$ cat src/rtl/dso_spi_regbus_pkg.sv
// Shared definitions for the DSO SPI register bridge: command-byte field positions
// and the frame state encoding.
package dso_spi_regbus_pkg;

  localparam int CMD_WR_BIT   = 7;
  localparam int CMD_ADDR_LSB = 0;

  typedef enum logic [1:0] {
    IDLE = 2'd0,
    CMD  = 2'd1,
    DATA = 2'd2,
    DONE = 2'd3
  } state_t;

endpackage

$ cat src/rtl/dso_spi_regbus_sync_edge.sv
// Synchroniser for one asynchronous input plus registered one-clk rise/fall pulses,
// taken from the synchronised level.
module dso_spi_regbus_sync_edge #(
  parameter int SYNC_STAGES = 2
) (
  input  logic clk,
  input  logic nrst,
  input  logic din,
  output logic rise,
  output logic fall
);

  logic [SYNC_STAGES-1:0] chain;
  logic                   prev;

  // NOTE: every flop here uses <= so all stages shift on the same edge; a blocking
  // assignment would collapse the chain into a single flop.
  always_ff @(posedge clk or negedge nrst) begin
    if (!nrst) begin
      chain <= '0;
      prev  <= 1'b0;
      rise  <= 1'b0;
      fall  <= 1'b0;
    end else begin
      chain <= {chain[SYNC_STAGES-2:0], din};
      prev  <= chain[SYNC_STAGES-1];
      rise  <= chain[SYNC_STAGES-1] & ~prev;
      fall  <= ~chain[SYNC_STAGES-1] & prev;
    end
  end

endmodule

$ cat src/rtl/dso_spi_regbus.sv
// SPI mode-0 slave bridging host frames (command byte + data byte) onto the
// 8x8 DSO register file. Define DSO_SPI_AUTOINC_EN for burst access with address auto-increment.
module dso_spi_regbus
  import dso_spi_regbus_pkg::*;
#(
  parameter int SYNC_STAGES = 2,
  parameter int ADDR_W      = 3,
  parameter int DATA_W      = 8
) (
  input  logic              clk,
  input  logic              nrst,
  input  logic              spi_ncs,
  input  logic              spi_sck,
  input  logic              spi_mosi,
  output logic              spi_miso,
  output logic              spi_miso_oe,
  output logic [ADDR_W-1:0] reg_addr,
  output logic [DATA_W-1:0] reg_wdata,
  output logic              reg_we,
  input  logic [DATA_W-1:0] reg_rdata
);

  localparam logic [2:0] BIT_LAST = 3'(DATA_W - 1);

  logic sck_rise, sck_fall, ncs_rise, ncs_fall;

  dso_spi_regbus_sync_edge #(.SYNC_STAGES(SYNC_STAGES)) u_sck (
    .clk(clk), .nrst(nrst), .din(spi_sck), .rise(sck_rise), .fall(sck_fall)
  );

  dso_spi_regbus_sync_edge #(.SYNC_STAGES(SYNC_STAGES)) u_ncs (
    .clk(clk), .nrst(nrst), .din(spi_ncs), .rise(ncs_rise), .fall(ncs_fall)
  );

  // The extra mosi_d stage matches the edge-pulse register, so the bit sampled on a
  // detected rise is the one the synchroniser saw together with that sck edge.
  logic [SYNC_STAGES-1:0] mosi_chain;
  logic                   mosi_d;

  always_ff @(posedge clk or negedge nrst) begin
    if (!nrst) begin
      mosi_chain <= '0;
      mosi_d     <= 1'b0;
    end else begin
      mosi_chain <= {mosi_chain[SYNC_STAGES-2:0], spi_mosi};
      mosi_d     <= mosi_chain[SYNC_STAGES-1];
    end
  end

  state_t            state, state_next;
  logic [2:0]        bit_cnt;
  logic [DATA_W-1:0] shift_in, tx, byte_next;
  logic              is_wr, load_pend, byte_done;
`ifdef DSO_SPI_AUTOINC_EN
  logic              inc_pend;
`endif

  assign byte_next = {shift_in[DATA_W-2:0], mosi_d};
  assign byte_done = sck_rise && (bit_cnt == BIT_LAST);

  always_ff @(posedge clk or negedge nrst) begin
    if (!nrst) state <= IDLE;
    else       state <= state_next;
  end

  // NOTE: state_next gets its default before the case, so no path leaves it unassigned
  // and no latch is inferred.
  always_comb begin
    state_next = state;
    if (ncs_rise) begin
      state_next = IDLE;
    end else begin
      case (state)
        IDLE: if (ncs_fall) state_next = CMD;
        CMD:  if (byte_done) state_next = DATA;
        DATA: begin
`ifdef DSO_SPI_AUTOINC_EN
          state_next = DATA;
`else
          if (byte_done) state_next = DONE;
`endif
        end
        default: state_next = state;
      endcase
    end
  end

  always_ff @(posedge clk or negedge nrst) begin
    if (!nrst) begin
      bit_cnt     <= '0;
      shift_in    <= '0;
      tx          <= '0;
      is_wr       <= 1'b0;
      load_pend   <= 1'b0;
      reg_addr    <= '0;
      reg_wdata   <= '0;
      reg_we      <= 1'b0;
      spi_miso    <= 1'b0;
      spi_miso_oe <= 1'b0;
`ifdef DSO_SPI_AUTOINC_EN
      inc_pend    <= 1'b0;
`endif
    end else begin
      reg_we    <= 1'b0;
      load_pend <= 1'b0;
`ifdef DSO_SPI_AUTOINC_EN
      inc_pend  <= 1'b0;
`endif
      if (ncs_rise) begin
        // Frame end or abort: any partial byte is dropped and the pad released.
        bit_cnt     <= '0;
        spi_miso    <= 1'b0;
        spi_miso_oe <= 1'b0;
      end else begin
        case (state)
          IDLE: begin
            if (ncs_fall) begin
              bit_cnt     <= '0;
              spi_miso    <= 1'b0;
              spi_miso_oe <= 1'b1;
            end
          end
          CMD: begin
            if (sck_rise) begin
              shift_in <= byte_next;
              bit_cnt  <= bit_cnt + 3'd1;
              if (bit_cnt == BIT_LAST) begin
                reg_addr  <= byte_next[CMD_ADDR_LSB +: ADDR_W];
                is_wr     <= byte_next[CMD_WR_BIT];
                load_pend <= ~byte_next[CMD_WR_BIT];
              end
            end
          end
          DATA: begin
            if (load_pend) begin
              tx <= reg_rdata;
            end else if (sck_fall && !is_wr) begin
              spi_miso <= tx[DATA_W-1];
              tx       <= {tx[DATA_W-2:0], 1'b0};
            end
`ifdef DSO_SPI_AUTOINC_EN
            if (inc_pend) reg_addr <= reg_addr + ADDR_W'(1);
`endif
            if (sck_rise) begin
              shift_in <= byte_next;
              bit_cnt  <= bit_cnt + 3'd1;
              if (bit_cnt == BIT_LAST) begin
                if (is_wr) begin
                  reg_wdata <= byte_next;
                  reg_we    <= 1'b1;
`ifdef DSO_SPI_AUTOINC_EN
                  inc_pend  <= 1'b1;
`endif
                end else begin
`ifdef DSO_SPI_AUTOINC_EN
                  reg_addr  <= reg_addr + ADDR_W'(1);
                  load_pend <= 1'b1;
`endif
                end
              end
            end
          end
          default: spi_miso <= 1'b0;
        endcase
      end
    end
  end

endmodule

$ cat config.mk
export PLATFORM = sky130hd
export DESIGN_NAME = dso_spi_regbus
export DESIGN_NICKNAME = d
export VERILOG_FILES = /design/src/rtl/dso_spi_regbus_pkg.sv /design/src/rtl/dso_spi_regbus_sync_edge.sv /design/src/rtl/dso_spi_regbus.sv
export SDC_FILE = /design/constraint.sdc
export NUM_CORES = 1
export LEC_CHECK = 0
export BUFFER_PORTS_ARGS = -buffer_cell sky130_fd_sc_hd__buf_2
export CORE_ASPECT_RATIO = 1.25
export CORE_MARGIN = 8
export CORE_UTILIZATION = 55
export DETAILED_ROUTE_END_ITERATION = 6
export PLACE_DENSITY = 0.77
export SLEW_MARGIN = 5
export SYNTH_ARGS = -nofsm -noshare
export SYNTH_HDL_FRONTEND = slang
export SYNTH_SLANG_ARGS = --single-unit
$ cat constraint.sdc
create_clock -name clk -period 3.8 [get_ports clk]
set_input_delay 0.57 -clock clk [delete_from_list [all_inputs] [get_ports clk]]
set_output_delay 0.57 -clock clk [all_outputs]
set_load 0.005 [all_outputs]
==> out/metrics.csv <==
stage,metric,value,unit
run_status,run_status,"complete, no violations",
final_layout,antenna_cells,0,
grt,grt_pass1_wl,5930,um
drt,vias,1229,
synth,async_reset_ff_share,100,%
sta,fin_ws,1.82,ns
sta,finClkSkew,0.00417,ns
drt,avgRoutedWirePerCell,16.2,um
floorplanning,core-area,3510,um^2
sta,rsz0062_at_grt,false,
sta,setup_tns,0,ns
pwr,comb_power_share,18.6,%
clocking,cts_resized,0,
critical_path,crit_start,state[0],
pwr,p_switching,336,uW
synth,ys_warn_count,0,
pwr,p_total,1230,uW
synth,yosysTopAreaCell,dfrtp_1,
clocking,holdBufCountCts,0,
grt,gr-usage-met3,4.05,%
sta,relSlewSlack,30.0,%
synth,syn_nets,165,
floorplanning,rows,24,
pwr,p_clk_share,29.6,%
clocking,clock-root-buffer,clkbuf_8,
drt,ant_nets,0,
floorplanning,die_h,83.9,um
critical_path,crit_path_start_kind,register,
critical_path,worstRegToRegCells,5,
synth,synthDistinctLibCells,33,
clocking,tritoncts,yes,
drt,dr.pass1.iters,4,
clocking,clk_pin_slew,0.09,ns
place,port_buffers,26,
sta,setup_viol,0,
synth,synth-main-ff-cell,dfrtp_1,
grt,grt_pass1_vias,1336,
run,maxCapViolCount,0,
pwr,p_leak,0.00117,uW
grt,grt_util_all_layers,12.3,%
grt,grt_max_degree,50,
clocking,post-cts-setup-buffer-count,0,
min_path,hold_path.class,reg2reg,
critical_path,rr_endpoint,state[0],
clocking,cts_made_buffers,5,
floorplanning,fp.dieW,70.3,um
grt,overflow,0,
critical_path,rr_startpoint,state[0],
synth,synth_edf_count,0,
synth,synth_top_cell_area_share,60.5,%
drt,via_per_inst,5.77,
critical_path,crit_path_max_fanout,11,
drt,drc,0,
sta,min_period,1.98,ns
sta,finalHoldViolCount,0,
floorplanning,die-area,5900,um^2
grt,met2_usage,20.4,%
grt,grt.met1_usage,13.8,%
sta,period_share,52.0,%
pwr,ir_worst_vdd,0.000408,V
clocking,cts-htree-levels,2,
critical_path,crit_path_top_delay_cell,nor2b_1,
sta,worstMarginPinSlew,1.05,ns
pwr,p_int,893,uW
synth,synth_seq_cells,49,
final_layout,syn2layout_area_growth,12.4,%
critical_path,worstPathRequired,3.99,ns
place,dp_hpwl,2420,um
grt,antenna_found_initial,0,
synth,syn-instance-count,146,
drt,wirelength,3450,um
critical_path,path_class,reg2reg,
pwr,power_switching_share,27.3,%
place,place_ws,1.88,ns
clocking,cts_buffer_depth,2,
sta,max_freq,506,MHz
synth,syn_area,2030,um^2
synth,avgSynthCellArea,13.9,um^2
critical_path,cp-endpoint,state[0],
synth,synth_area_leaders,"dfrtp_1 (60%), mux2_1 (14%), ha_1 (3.7%)",
clocking,clk_latency,0.30,ns
critical_path,cp.arrival,2.16,ns
final_layout,drive_above_1_share,23.0,%
grt,grt.busiest_layer,met2,
pwr,p_seq_share,51.8,%
final_layout,fin_nets,192,
critical_path,worstPathCellList,inv_1 -> ha_1 -> nor2b_1 -> nor3_1 -> o32ai_1,
floorplanning,initial_core_util,57.7,%
critical_path,reg2reg_setup_slack,1.82,ns
place,gp_congestion,0.835,
sta,drv_slew,0,
synth,yosysSeqAreaShare,60.5,%
drt,drt_iter0_markers,54,
critical_path,slowest_delay,0.56,ns
pwr,power_density,539,nW/um^2
floorplanning,ios,27,
critical_path,endpoint_kind,register,
clocking,cts_sinks,49,
## through the flow
| stage | util [%] | area [um^2] | hold slack (ns) | cells |
|---|---|---|---|---|
| 2_1_floorplan | - | 2030 | 0.274 | 146 |
| 3_3_place_gp | 61.7 | 2170 | 0.334 | 205 |
| 3_5_place_dp | 61.7 | 2170 | 0.335 | 205 |
| 4_1_cts | 64.9 | 2280 | 0.355 | 213 |
| 5_1_grt | 64.9 | 2280 | 0.352 | 213 |
| 6_report | 64.9 | 2280 | 0.353 | 213 |
## critical path, delay by kind of cell (launching register included)
kind,cells,cell delay [ns]
AO/OA/AOI/OAI,1,0.32
flip-flops,1,0.42
AND/OR/NAND/NOR,2,0.76
adder cells (fa/ha/maj),1,0.23
buffers and inverters,1,0.12
## kinds of logic after synthesis
logic type      share of synthesized area (%)
compound gates                           5.98
mux                                      18.3
buf+inv                                  2.84
fa+ha+maj                                3.70
simple gates                             8.76
flops                                    60.5
## synthesized netlist by cell type (all sizes together), types with 3 or more instances
cell type  instances
nand2              3
o21ai              6
a221oi             3
nand2b             3
o31ai              3
buf                6
mux2              32
nor2b              7
inv                4
ha                 6
dfrtp             49
## final cells by class
cell class                      instances  area [um^2]
Sequential cell                        49         1230
Tap cell                               39         48.8
Multi-Input combinational cell         86          744
Inverter                                5         18.8
Fill cell                             262         1230
Timing Repair Buffer                   26          130
Clock inverter                          2         38.8
Clock buffer                            6         72.6
## power by group through the flow
stage | clock network [uW] | registers [uW] | logic, uW
after global placement | 0 | 644 | 214
after CTS | 375 | 639 | 229
final | 364 | 637 | 228
after detailed placement | 0 | 649 | 226
after floorplan | 0 | 631 | 183
after global routing | 395 | 648 | 256
## placed cells by master, fill, tap and decap left out
cell,Yosys,final
and2b_1,1,1
nand4b_1,2,2
clkinv_1,1,1
a221oi_1,3,3
o31ai_1,3,3
o21a_1,1,1
buf_2,4,26
clkinv_4,0,1
mux2i_1,1,1
mux2_2,6,6
clkbuf_1,0,1
o32ai_1,1,1
nand3_1,2,2
or3_1,2,2
nand2_1,3,3
a2bb2oi_1,1,1
nor2b_1,7,7
nand2b_1,3,3
bufinv_16,0,1
a31oi_1,2,2
o21ai_0,5,5
and3_1,1,1
mux2_1,26,26
or4_1,2,2
o21ai_1,1,1
and3b_1,1,1
clkbuf_8,0,5
ha_1,6,6
a21oi_1,1,1
nor2_1,2,2
or3b_1,1,1
inv_2,1,1
inv_1,3,3
dfrtp_1,49,49
nor3_1,2,2
## worst min path at each step
stage | start | endpoint | cells after the start
finish | u_sck.chain[0] | u_sck.chain[1] | 0
global route | spi_sck | u_sck.chain[0] | 1
CTS | u_sck.chain[0] | u_sck.chain[1] | 0
detailed placement | u_sck.chain[0] | u_sck.chain[1] | 0
global placement | u_sck.chain[0] | u_sck.chain[1] | 0
floorplan | nrst | bit_cnt[0] | 0
## metal layers
| metal | share of wire, % | wire [um] |
|---|---|---|
| met1 | 43 | 1500 |
| met2 | 50 | 1730 |
| met3 | 4.4 | 151 |
| met4 | 2.3 | 79 |
| met5 | 0 | 0 |
## state kept, by name, summed over array words and instances (netlist names), 2 cells and up
name,count
bit_cnt,3
mosi_chain,2
reg_addr,3
reg_wdata,8
shift_in,7
state,2
tx,8
u_ncs.chain,2
u_sck.chain,2
(Power assumes the default switching activity.)
